**src/rtl/pwm_dt_pkg.sv**
```systemverilog
// Shared types and constants for the dead-time inserter.
package pwm_dt_pkg;

    localparam int unsigned DtWidthDefault = 8;

    typedef enum logic [2:0] {
        StIdle  = 3'd0,
        StLow   = 3'd1,
        StDtToH = 3'd2,
        StHigh  = 3'd3,
        StDtToL = 3'd4
    } ch_state_e;

endpackage

```
**src/rtl/pwm_dt_channel.sv**
```systemverilog
// One complementary gate-drive channel: state machine, dead-time counter and
// sticky short-pulse flag. Outputs are registered decodes of the current state.
module pwm_dt_channel
    import pwm_dt_pkg::*;
#(
    parameter int unsigned DT_WIDTH = DtWidthDefault
) (
    input  logic                clk,
    input  logic                rst,
    input  logic                i_enable,
    input  logic [DT_WIDTH-1:0] i_deadtime,
    input  logic                i_pwm,
    input  logic                i_clear,
    output logic                o_pwm_h,
    output logic                o_pwm_l,
    output logic                o_dt_active,
    output logic                o_short_pulse
);

    ch_state_e           state_q, state_d;
    logic [DT_WIDTH-1:0] cnt_q, cnt_d;
    logic                h_q, h_d;
    logic                l_q, l_d;
    logic                dt_q, dt_d;
    logic                flag_q, flag_d;
    logic                set_flag;
    logic                dt_zero;
    logic                cnt_last;

    assign dt_zero  = (i_deadtime == '0);
    assign cnt_last = (cnt_q <= DT_WIDTH'(1));

    always_comb begin
        state_d  = state_q;
        cnt_d    = cnt_q;
        set_flag = 1'b0;
        if (!i_enable) begin
            state_d = StIdle;
            cnt_d   = '0;
        end else begin
            unique case (state_q)
                StIdle: begin
                    if (dt_zero) begin
                        state_d = i_pwm ? StHigh : StLow;
                    end else begin
                        state_d = i_pwm ? StDtToH : StDtToL;
                        cnt_d   = i_deadtime;
                    end
                end
                StLow: begin
                    if (i_pwm) begin
                        state_d = dt_zero ? StHigh : StDtToH;
                        cnt_d   = i_deadtime;
                    end
                end
                StHigh: begin
                    if (!i_pwm) begin
                        state_d = dt_zero ? StLow : StDtToL;
                        cnt_d   = i_deadtime;
                    end
                end
                // Input went back before the dead time expired: return to the
                // side that is still safe and remember the absorbed pulse.
                StDtToH: begin
                    if (!i_pwm) begin
                        state_d  = StLow;
                        cnt_d    = '0;
                        set_flag = 1'b1;
                    end else if (cnt_last) begin
                        state_d = StHigh;
                        cnt_d   = '0;
                    end else begin
                        cnt_d = cnt_q - DT_WIDTH'(1);
                    end
                end
                StDtToL: begin
                    if (i_pwm) begin
                        state_d  = StHigh;
                        cnt_d    = '0;
                        set_flag = 1'b1;
                    end else if (cnt_last) begin
                        state_d = StLow;
                        cnt_d   = '0;
                    end else begin
                        cnt_d = cnt_q - DT_WIDTH'(1);
                    end
                end
                default: begin
                    state_d = StIdle;
                    cnt_d   = '0;
                end
            endcase
        end
    end

    always_comb begin
        h_d    = i_enable && (state_q == StHigh);
        l_d    = i_enable && (state_q == StLow);
        dt_d   = i_enable && ((state_q == StDtToH) || (state_q == StDtToL));
        flag_d = set_flag ? 1'b1 : (i_clear ? 1'b0 : flag_q);
    end

    always_ff @(posedge clk) begin
        if (rst) begin
            state_q <= StIdle;
            cnt_q   <= '0;
            h_q     <= 1'b0;
            l_q     <= 1'b0;
            dt_q    <= 1'b0;
            flag_q  <= 1'b0;
        end else begin
            state_q <= state_d;
            cnt_q   <= cnt_d;
            h_q     <= h_d;
            l_q     <= l_d;
            dt_q    <= dt_d;
            flag_q  <= flag_d;
        end
    end

    assign o_pwm_h       = h_q;
    assign o_pwm_l       = l_q;
    assign o_dt_active   = dt_q;
    assign o_short_pulse = flag_q;

endmodule

```
**src/rtl/pwm_deadtime.sv**
```systemverilog
// Dead-time inserter: registers the raw PWM once and drives one complementary
// channel per PWM bit.
module pwm_deadtime
    import pwm_dt_pkg::*;
#(
    parameter int unsigned NUM_CHANNELS = 4,
    parameter int unsigned DT_WIDTH     = DtWidthDefault
) (
    input  logic                    clk,
    input  logic                    rst,
    input  logic                    i_enable,
    input  logic [DT_WIDTH-1:0]     i_deadtime,
    input  logic [NUM_CHANNELS-1:0] i_pwm,
    input  logic                    i_clear,
    output logic [NUM_CHANNELS-1:0] o_pwm_h,
    output logic [NUM_CHANNELS-1:0] o_pwm_l,
    output logic [NUM_CHANNELS-1:0] o_dt_active,
    output logic [NUM_CHANNELS-1:0] o_short_pulse
);

    logic [NUM_CHANNELS-1:0] pwm_q, pwm_d;

    always_comb begin
        pwm_d = i_pwm;
    end

    always_ff @(posedge clk) begin
        if (rst) begin
            pwm_q <= '0;
        end else begin
            pwm_q <= pwm_d;
        end
    end

    for (genvar g = 0; g < NUM_CHANNELS; g++) begin : g_ch
        pwm_dt_channel #(
            .DT_WIDTH(DT_WIDTH)
        ) u_ch (
            .clk          (clk),
            .rst          (rst),
            .i_enable     (i_enable),
            .i_deadtime   (i_deadtime),
            .i_pwm        (pwm_q[g]),
            .i_clear      (i_clear),
            .o_pwm_h      (o_pwm_h[g]),
            .o_pwm_l      (o_pwm_l[g]),
            .o_dt_active  (o_dt_active[g]),
            .o_short_pulse(o_short_pulse[g])
        );
    end

endmodule

```
**config.mk**
```make
export PLATFORM = sky130hd
export DESIGN_NAME = pwm_deadtime
export DESIGN_NICKNAME = d
export VERILOG_FILES = /design/src/rtl/pwm_dt_pkg.sv /design/src/rtl/pwm_dt_channel.sv /design/src/rtl/pwm_deadtime.sv
export SDC_FILE = /design/constraint.sdc
export NUM_CORES = 1
export LEC_CHECK = 0
export CORE_MARGIN = 5
export CORE_UTILIZATION = 40
export CTS_CLUSTER_DIAMETER = 120
export DETAILED_ROUTE_END_ITERATION = 8
export HOLD_SLACK_MARGIN = 0.02
export PLACE_DENSITY = 0.64
export SLEW_MARGIN = 20
export SYNTH_ARGS = -nofsm -noshare
export SYNTH_HDL_FRONTEND = slang
export SYNTH_HIERARCHICAL = 1
export SYNTH_SLANG_ARGS = --single-unit
```
**constraint.sdc**
```tcl
create_clock -name clk -period 2.1 [get_ports clk]
set_input_delay 0.315 -clock clk [delete_from_list [all_inputs] [get_ports clk]]
set_output_delay 0.315 -clock clk [all_outputs]
set_load 0.005 [all_outputs]
```
# Yosys cells after proc, flatten, opt, wreduce, memory -nomap -nowiden
# Cells that the tools add are included.
[totals] regBits=64 in_bits=16 out_inout_bits=16 elab_cells=192
[classes] n_addsub=4 magnitude_cmp=4 eq_ne=36 n_mux=88 bitwise=1 reduce_logical=34
[op_table] cell="$mux 8" count=21
[op_table] cell="$pmux 8 s5" count=4
[op_table] cell="$mux 3" count=33
[op_table] cell="$pmux 3 s5" count=4
[op_table] cell="$le 8x1->1 const B" count=4
[op_table] cell="$sub 8x1->8 const B" count=4
[op_table] cell="$eq 3x2->1 const B" count=8
[op_table] cell="$ne 2x2->1 const B" count=12
[op_table] cell="$ne 3x2->1 const B" count=8
[op_table] cell="$mux 1" count=18
[op_table] cell="$reduce_and 4->1" count=4
[op_table] cell="$eq 3x1->1 const B" count=4
[op_table] cell="$eq 3x3->1 const B" count=4
[op_table] cell="$logic_and 1x1->1" count=12
[op_table] cell="$logic_not 3->1" count=4
[op_table] cell="$reduce_and 3->1" count=4
[op_table] cell="$logic_not 8->1" count=1
[op_table] cell="$mux 2" count=4
[op_table] cell="$pmux 1 s2" count=4
[op_table] cell="$reduce_bool 2->1" count=4
[op_table] cell="$logic_or 1x1->1" count=4
[op_table] cell="$reduce_or 2->1" count=1
[op_table] cell="$not 1->1" count=1

# Logic depth before layout (Yosys ltp)
# Gate-level depths: netlist of run 1.
[logic_depth] word_depth=4 depth_mapped=7 mapped_depth_nobuf=7

# Cells and area by module
# Netlist of run 1, hierarchy kept.
[modules_own_cells] module="pwm_dt_channel at g_ch[0].u_ch ..." instances=3 cells_per_inst=110 area_each_um2=974.7 seq_area_each_um2=300.3
[modules_own_cells] module="pwm_dt_channel at g_ch[3].u_ch" instances=1 cells_per_inst=110 area_each_um2=959.7 seq_area_each_um2=300.3
[modules_own_cells] module="pwm_deadtime" instances=1 cells_per_inst=8 area_each_um2=105.1 seq_area_each_um2=80.1

# Worst setup path before layout of run 1
# OpenSTA, ideal clock, no wires.
[synth_path] path_kind="flip-flop to flip-flop" startpoint="reg g_ch[0].u_ch.cnt_q[0]" endpoint="reg g_ch[0].u_ch.cnt_q[3]" setup_ns=0.059 arrival_ns=1.719 required_ns=2.041 path_slack_ns=0.322 path_stages_with_launch=8 n_path_buf=0 period_less_slack_ns=1.778 cell_sequence="dfxtp_1 inv_1 ha_1 or2_2 and3_1 nor3_4 a32o_1 a22o_1"
[synth_via] elab_chain_cells=4 elab_cells_between_ends=6 cone_classes="1 x add/sub; 1 x order compare; 4 x mux"
[synth_rtl] element="from (decl)" line="pwm_dt_channel.sv:21" source="logic [DT_WIDTH-1:0] cnt_q, cnt_d;"
[synth_rtl] element="from (signal assigned)" line="pwm_dt_channel.sv:113" source="cnt_q <= cnt_d;"
[synth_rtl] element="$sub 8x1->8 or $le 8x1->1 (tied branches)" line="pwm_dt_channel.sv:73, pwm_dt_channel.sv:85, pwm_dt_channel.sv:31"
[synth_rtl] element="$mux 8 *" line="pwm_dt_channel.sv:69, pwm_dt_channel.sv:81"
[synth_rtl] element="$mux 8 (on tied branches)" line="pwm_dt_channel.sv:77, pwm_dt_channel.sv:65"
[synth_rtl] element="$pmux 8 s5 *" line="pwm_dt_channel.sv:41" source="unique case (state_q)"
# Every way passes the cells marked *; elsewhere a longest branch is shown, timed or not.
# A chain may end at the register's enable or synchronous reset.

# Worst setup path in the final report of run 1
[layout_path] startpoint="reg g_ch[0].u_ch.cnt_q[1]" endpoint="reg g_ch[0].u_ch.cnt_q[4]"
# The elaborated chain is that of the path after synthesis.

==> results of run 1 <==
[layout by cell type (no fill, tap or decap), types with 6 or more instances in the layout]
cell             instances
a22o_1                  16
clkdlybuf4s50_1         31
inv_1                   27
clkbuf_8                 9
nor3b_1                  7
nand2_1                 24
nor4_2                   6
a221o_1                  7
nor2b_1                  8
nand3_1                 11
o311a_1                  7
dfxtp_1                 64
nand2b_1                17
a21oi_1                 30
nor4_1                  10
o2bb2ai_1                7
a22o_2                  11
o21ai_0                 12
ha_1                     8
mux2i_1                 10
and3_1                   7
nor2_1                  34
a32oi_1                  7
buf_4                   71
nor3_1                  14
a32o_1                   9
a31o_1                   9
[worst register-to-register path: cells and delay by family (launching register included)]
family / cells / cell delay [ns]
flops: 1 / 0.41
buf+inv: 2 / 0.24
simple gates: 3 / 0.80
fa+ha+maj: 1 / 0.19
compound gates: 2 / 0.25
[Yosys cell counts, types with 6 or more instances]
| master | n | share of area [%] |
|---|---|---|
| a22o_1 | 16 | 3.5 |
| a22o_2 | 11 | 2.8 |
| a221o_1 | 7 | 1.8 |
| nand2_1 | 24 | 2.3 |
| mux2i_1 | 10 | 2.5 |
| nor2_1 | 34 | 3.2 |
| ha_1 | 8 | 2.5 |
| nor2b_1 | 8 | 1.3 |
| nor4_2 | 6 | 1.9 |
| nand2b_1 | 17 | 2.7 |
| a31o_1 | 9 | 2.0 |
| o21ai_0 | 12 | 1.5 |
| o2bb2ai_1 | 7 | 1.5 |
| a32o_1 | 9 | 2.3 |
| nor4_1 | 10 | 1.6 |
| nor3_1 | 14 | 1.8 |
| o311a_1 | 7 | 1.8 |
| buf_2 | 10 | 1.3 |
| nand3_1 | 11 | 1.4 |
| nor3b_1 | 7 | 1.3 |
| dfxtp_1 | 64 | 32 |
| and3_1 | 7 | 1.1 |
| a32oi_1 | 7 | 1.5 |
| inv_1 | 27 | 2.5 |
| a21oi_1 | 30 | 3.8 |
[routing by layer]
metal	share of wire (%)	vias up
met5	0	-
met4	1.7	0
met3	4.6	17
met2	47	87
met1	47	1784
li1	-	1900
[worst max path at each step]
stage / startpoint / end / slack (ns) / cells past startpoint
CTS: g_ch[2].u_ch/cnt_q[1] / g_ch[2].u_ch/cnt_q[3] / 0.17 / 7
finish: g_ch[0].u_ch/cnt_q[1] / g_ch[0].u_ch/cnt_q[4] / 0.14 / 8
detailed placement: i_deadtime[6] / g_ch[3].u_ch/cnt_q[3] / -0.18 / 7
global placement: i_deadtime[2] / g_ch[0].u_ch/cnt_q[2] / -0.19 / 9
floorplan: g_ch[0].u_ch/cnt_q[0] / g_ch[0].u_ch/cnt_q[3] / 0.32 / 7
global route: g_ch[0].u_ch/cnt_q[1] / g_ch[0].u_ch/cnt_q[2] / -0.0006 / 8
[registers in the layout, indices dropped and copies added (netlist names)]
name / flops
g_ch.u_ch/o_dt_active: 4
g_ch.u_ch/o_short_pulse: 4
g_ch.u_ch/o_pwm_l: 4
g_ch.u_ch/state_q: 12
pwm_q: 4
g_ch.u_ch/cnt_q: 32
g_ch.u_ch/o_pwm_h: 4
[layout make-up]
type / count / area [µm²]
Clock buffer: 9 / 124
Clock inverter: 7 / 72.6
Fill cell: 939 / 4670
Inverter: 27 / 101
Multi-Input combinational cell: 336 / 2470
Sequential cell: 64 / 1280
Tap cell: 133 / 166
Timing Repair Buffer: 102 / 843
[logic make-up (layout without fill, tap and decap cells)]
kind of cell               Yosys count  in the layout  synth area share (%)
and+or+nand+nor                    173            173                  27.0
DFF                                 64             64                  32.1
xor gates and xnor gates             4              4                 0.878
AOI/OAI and AO/OA                  138            138                  28.2
muxes                               13             13                  3.36
buffers and inverters               48            145                  5.96
adders and majority gates            8              8                  2.51
[where the power goes]
group / internal (W) / total, W / switching, W / leakage, nW
Clock: 0.000547 / 0.00107 / 0.000525 / 0.0952
Sequential: 0.00127 / 0.00134 / 0.0000763 / 0.523
Combinational: 0.000338 / 0.000686 / 0.000347 / 1.40
[per-stage QoR]
stage               setup TNS, ns  area [µm²]  instances
detailed placement          -3.50        4840        659
CTS                             0        5040        675
global route            -0.000633        5060        678
floorplan                       0        3990        448
global placement            -3.05        4840        659
finish                          0        5060        678
==> summary.md, run 1 <==
| Metric | Value |
|---|---|
| Max_slew headroom | `60.6%` |
| Core area | `9730 µm²` |
| All-Layer GR Usage | `18.0%` |
| Max Fclk | `511 MHz` |
| Post-synth ARST share | `0%` |
| Port bufs | `31` |
| H-tree levels | `3` |
| Crit path largest cell delay | `0.41 ns` |
| Die Width | `110 µm` |
| Min-Delay Endpoint | `g_ch[2].u_ch/o_short_pulse` |
| Final hold viol count | `0` |
| Met2 usage | `28.8%` |
| Worst hold stages | `2` |
| Clock sinks | `64` |
| Wire per inst | `15.1 µm` |
| Status | `complete, no violations` |
| Antenna viol nets, final | `0` |
| Final wirelength | `10.2 mm` |
| DRC viols | `0` |
| PD cells | `613 nW/µm²` |
| Root buffer cell | `clkbuf_8` |
| Synth Register Bits | `64` |
| Slew @ Worst Pin | `0.592 ns` |
| R2r worst-path depth | `8` |
| Yosys warns | `6` |
| Layout cell share with drive strength beyond 1 | `25.1%` |
| Hold path startpoint | `g_ch[2].u_ch/o_short_pulse` |
| Drt first pass iters | `5` |
| Post-Syn Area per Cell | `8.90 µm²` |
| Final hold slack | `0.504 ns` |
| Max-Cap Viols | `0` |
| WP data required | `2.39 ns` |
| CTS buffer count | `9` |
| Post-synth EDFFs | `0` |
| Mapped cell area | `3990 µm²` |
| Setup WS post-layout | `0.142 ns` |
| Clk buf depth | `2` |
| Clock Latency Late Sink | `0.35 ns` |
| Max VDD drop | `0.346 mV` |
| Ys flop type | `dfxtp_1` |
| Rows | `36` |
| Met1 track demand over resource | `23.7%` |
| R2R Setup Slk | `0.14 ns` |
| Synth cell types | `52` |
| Worst Hold Class | `flip-flop to flip-flop` |
| WS Path Type | `flip-flop to flip-flop` |
| Nets@finish | `564` |
| Initial core utilization | `41.0%` |
| Initial antenna violation count | `0` |
| # IOs | `32` |
| Slew Viols, Final | `0` |
| Detail Placement HPWL | `7.61 mm` |
| Fin util | `52.0%` |
| Global-route wire length before repair | `17.3 mm` |
| Grt ovf | `0` |
| Largest net degree at the start of global routing | `16` |
| Layout area overhead | `26.8%` |
| Vias in the first global route | `3617` |
| GRT Max-Usage Layer | `met2` |
| Post-Syn Nets | `472` |
| Iter 0 DRT Violations | `170` |
| Hold-fix buffers at CTS | `0` |
| Clock slew at reported path FFs | `0.08 ns` |
| Die Span Y | `110 µm` |
| Final Skew | `0.00942 ns` |
| Buffers and inverters on the worst path | `2` |
| Sequential share of the synthesized area | `32.1%` |
| Reg-to-Reg Start | `g_ch[0].u_ch/cnt_q[1]` |
| CP max stage cell | `dfxtp_1` |
| Avg Vias per Cell | `5.59` |
| Part of the cycle the worst path needs | `93.3%` |
| Critical path endpoint category | `flip-flop` |
| Post-Syn Instances | `448` |
| Delay-heaviest family, CP | `simple AND/OR/NAND/NOR gates` |
| P_leak | `2.02 nW` |
| Worst path cell trace | `inv_1 > ha_1 > or2_2 > and3_1 > nor3_4 > buf_4 > a31o_1 > a22o_1` |
| Worst EP arrival | `2.25 ns` |
| Worst-path maximum fanout | `4` |
| Power consumption | `0.00310 W` |
| # resized after CTS | `0` |
| Final min period | `1.96 ns` |
| Diodes inserted | `0` |
| Via count | `3788` |
| Die Area | `12100 µm²` |
| GP Congestion | `0.850` |
| Pre-CTS setup slack | `-0.179 ns` |
| Final setup viols | `0` |
| Crit start category | `flip-flop` |
| Post-CTS setup buffers | `0` |
| CTS tree | `built` |
| Met3 GRT Util | `2.94%` |
| RR Endpoint | `g_ch[0].u_ch/cnt_q[4]` |
No activity file was read; power rests on OpenSTA's default activity.
==> run 2: changes to the inputs <==
--- a/config.mk
+++ b/config.mk
@@ -11,8 +11,10 @@
 export DETAILED_ROUTE_END_ITERATION = 8
 export HOLD_SLACK_MARGIN = 0.02
 export PLACE_DENSITY = 0.64
+export REMOVE_ABC_BUFFERS = 1
 export SLEW_MARGIN = 20
 export SYNTH_ARGS = -nofsm -noshare
 export SYNTH_HDL_FRONTEND = slang
 export SYNTH_HIERARCHICAL = 1
 export SYNTH_SLANG_ARGS = --single-unit
+export TNS_END_PERCENT = 1
==> run 2 against run 1 <==
Compared with the run above:
- wire length rose by 0.49%
- sequential cell count did not move
- non-clock buffer count fell by 10
- worst setup slack got worse by 0.0085 ns
- register-to-register slack barely moved
- critical path depth did not move
- critical endpoint is now g_ch[2].u_ch/cnt_q[3]
- largest cell class unchanged
- largest power group unchanged
- highest routed layer unchanged
==> summary.md, run 2 (same netlist as run 1, synthesis figures left out) <==
| Metric | Value |
|---|---|
| Status | `complete, no violations` |
| CP max stage cell | `dfxtp_1` |
| # resized after CTS | `0` |
| Placed Cells incl. Taps | `650` |
| Root buffer cell | `clkbuf_8` |
| Die Span Y | `110 µm` |
| Clock slew at reported path FFs | `0.08 ns` |
| DRC viols | `0` |
| Initial antenna violation count | `0` |
| Max Fclk | `508 MHz` |
| Clock power share | `32.5%` |
| Worst setup path end | `g_ch[2].u_ch/cnt_q[3]` |
| Drt first pass iters | `5` |
| CTS buffer count | `9` |
| Die Area | `12100 µm²` |
| Cell Int Power | `0.00208 W` |
| All-Layer GR Usage | `17.9%` |
| R2R Setup Slk | `0.13 ns` |
| Final hold slack | `0.500 ns` |
| WP data required | `2.39 ns` |
| GP Congestion | `0.862` |
| Final hold viol count | `0` |
| Most frequent cells in the layout | `dfxtp_1 (64), buf_4 (61), nor2_1 (34), clkdlybuf4s50_1 (31), a21oi_1 (30)` |
| Final Instance Count excl. Fillers | `668` |
| Grt ovf | `0` |
| Final wirelength | `10.3 mm` |
| Sw Pwr | `0.000910 W` |
| Reg power frac | `45.0%` |
| Antenna viol nets, final | `0` |
| Avg Vias per Cell | `5.71` |
| Max-Cap Viols | `0` |
| P_leak | `1.97 nW` |
| Clk buf depth | `2` |
| Detail Placement HPWL | `7.66 mm` |
| Global-route wire length before repair | `17.3 mm` |
| Final setup viols | `0` |
| Worst-path maximum fanout | `8` |
| Die Width | `110 µm` |
| Rows | `36` |
| Commonest non-fill, non-tap cell in the layout | `dfxtp_1` |
| Port bufs | `31` |
| Initial core utilization | `41.0%` |
| Iter 0 DRT Violations | `203` |
| Largest net degree at the start of global routing | `16` |
| Clock Latency Late Sink | `0.34 ns` |
| R2r worst-path depth | `8` |
| Biggest regs | `g_ch.u_ch/cnt_q x32, g_ch.u_ch/state_q x12` |
| Max VDD drop | `0.413 mV` |
| Critical Path Source | `g_ch[2].u_ch/cnt_q[0]` |
| Post-CTS setup buffers | `0` |
| Layout area overhead | `24.6%` |
| RR Endpoint | `g_ch[2].u_ch/cnt_q[3]` |
| Reg-to-Reg Start | `g_ch[2].u_ch/cnt_q[0]` |
| Clock sinks | `64` |
| Part of the cycle the worst path needs | `93.7%` |
| Switching Share | `30.4%` |
| Final Skew | `0.00590 ns` |
| Max_slew headroom | `58.0%` |
| Worst EP arrival | `2.26 ns` |
| H-tree levels | `3` |
| Via count | `3817` |
| Part of the power in combinational logic | `22.5%` |
| Layout cell share with drive strength beyond 1 | `23.7%` |
| Vias in the first global route | `3562` |
| # IOs | `32` |
| Core area | `9730 µm²` |
| Crit path largest cell delay | `0.43 ns` |
| Final min period | `1.97 ns` |
| Biggest register | `g_ch.u_ch/cnt_q` |
| CTS tree | `built` |
| Nets@finish | `554` |
| Worst path cell trace | `inv_1 > ha_1 > or2_2 > and3_1 > nor3_4 > buf_4 > a32o_1 > a22o_1` |
| WS Path Type | `flip-flop to flip-flop` |
| Slew Viols, Final | `0` |
| Critical path endpoint category | `flip-flop` |
| PD cells | `602 nW/µm²` |
| Hold-fix buffers at CTS | `0` |
| # fillers | `968` |
| RSZ-0062 raised after global routing | `yes` |
| Largest register FFs | `32` |
| Wire per inst | `15.4 µm` |
| Diodes inserted | `0` |
| Worst Hold Class | `flip-flop to flip-flop` |
| Crit start category | `flip-flop` |
| Slew @ Worst Pin | `0.630 ns` |
-- run 2: cell count changes in the layout (fill, tap and decap cells not counted), sizes merged --
cell | previous run | this run
buf | 71 | 61
bufinv | 1 | 0
clkbuf | 9 | 11
clkinvlp | 2 | 1
-- run 2: power groups by stage --
stage	logic, W	registers, W	clock network, W
floorplan	0.000412	0.00136	0
global placement	0.000654	0.00137	0
detailed placement	0.000661	0.00137	0
CTS	0.000667	0.00134	0.00101
global route	0.000740	0.00136	0.00106
finish	0.000673	0.00135	0.000971
-- run 2: cell type report --
| cell class | instances | area (µm²) | area share (%) |
|---|---|---|---|
| inverters | 27 | 101 | 2.04 |
| repair buffers | 92 | 768 | 15.5 |
| well taps | 133 | 166 | 3.35 |
| clock inverters | 5 | 31.3 | 0.629 |
| clock buffers | 11 | 151 | 3.05 |
| flip-flops and latches | 64 | 1280 | 25.8 |
| multi-input cells | 336 | 2470 | 49.7 |
-- run 2: worst min path at each step --
| stage | from | end | depth (start not counted) | slack (ns) |
|---|---|---|---|---|
| after floorplan | rst | pwm_q[0] | 1 | 0.39 |
| after global placement | g_ch[0].u_ch/o_short_pulse | g_ch[0].u_ch/o_short_pulse | 2 | 0.47 |
| after detailed placement | g_ch[2].u_ch/o_short_pulse | g_ch[2].u_ch/o_short_pulse | 2 | 0.48 |
| after CTS | i_pwm[0] | pwm_q[0] | 2 | 0.51 |
| after global routing | i_pwm[0] | pwm_q[0] | 2 | 0.51 |
| final | g_ch[2].u_ch/o_short_pulse | g_ch[2].u_ch/o_short_pulse | 2 | 0.50 |
-- run 2: stage by stage --
stage | TNS, ns | utilization, % | power (W) | instance area [µm²] | setup WS, ns
final | 0 | 51.1 | 0.00299 | 4970 | 0.133
after global routing | -0.0287 | 51.1 | 0.00316 | 4970 | -0.0287
after global placement | -2.22 | 49.0 | 0.00202 | 4770 | -0.132
after detailed placement | -3.26 | 49.0 | 0.00203 | 4770 | -0.173
after floorplan | 0 | - | 0.00177 | 3850 | 0.321
after CTS | 0 | 50.9 | 0.00302 | 4950 | 0.101
-- run 2: layer usage --
metal  vias to the layer above  global-route usage, %  wire, µm
met4                         0                   5.79       163
met1                      1813                   24.2      4730
met5                         -                      0         0
met3                        12                   3.23       612
li1                       1866                      -         -
met2                       126                   28.6      4770
-- run 2: worst max-delay path: cells and delay by family (launching register included) --
kind	cells	cell delay [ns]
adder cells (fa/ha/maj)	1	0.21
AO/OA/AOI/OAI	2	0.30
buffers and inverters	2	0.28
flip-flops	1	0.43
AND/OR/NAND/NOR	3	0.69
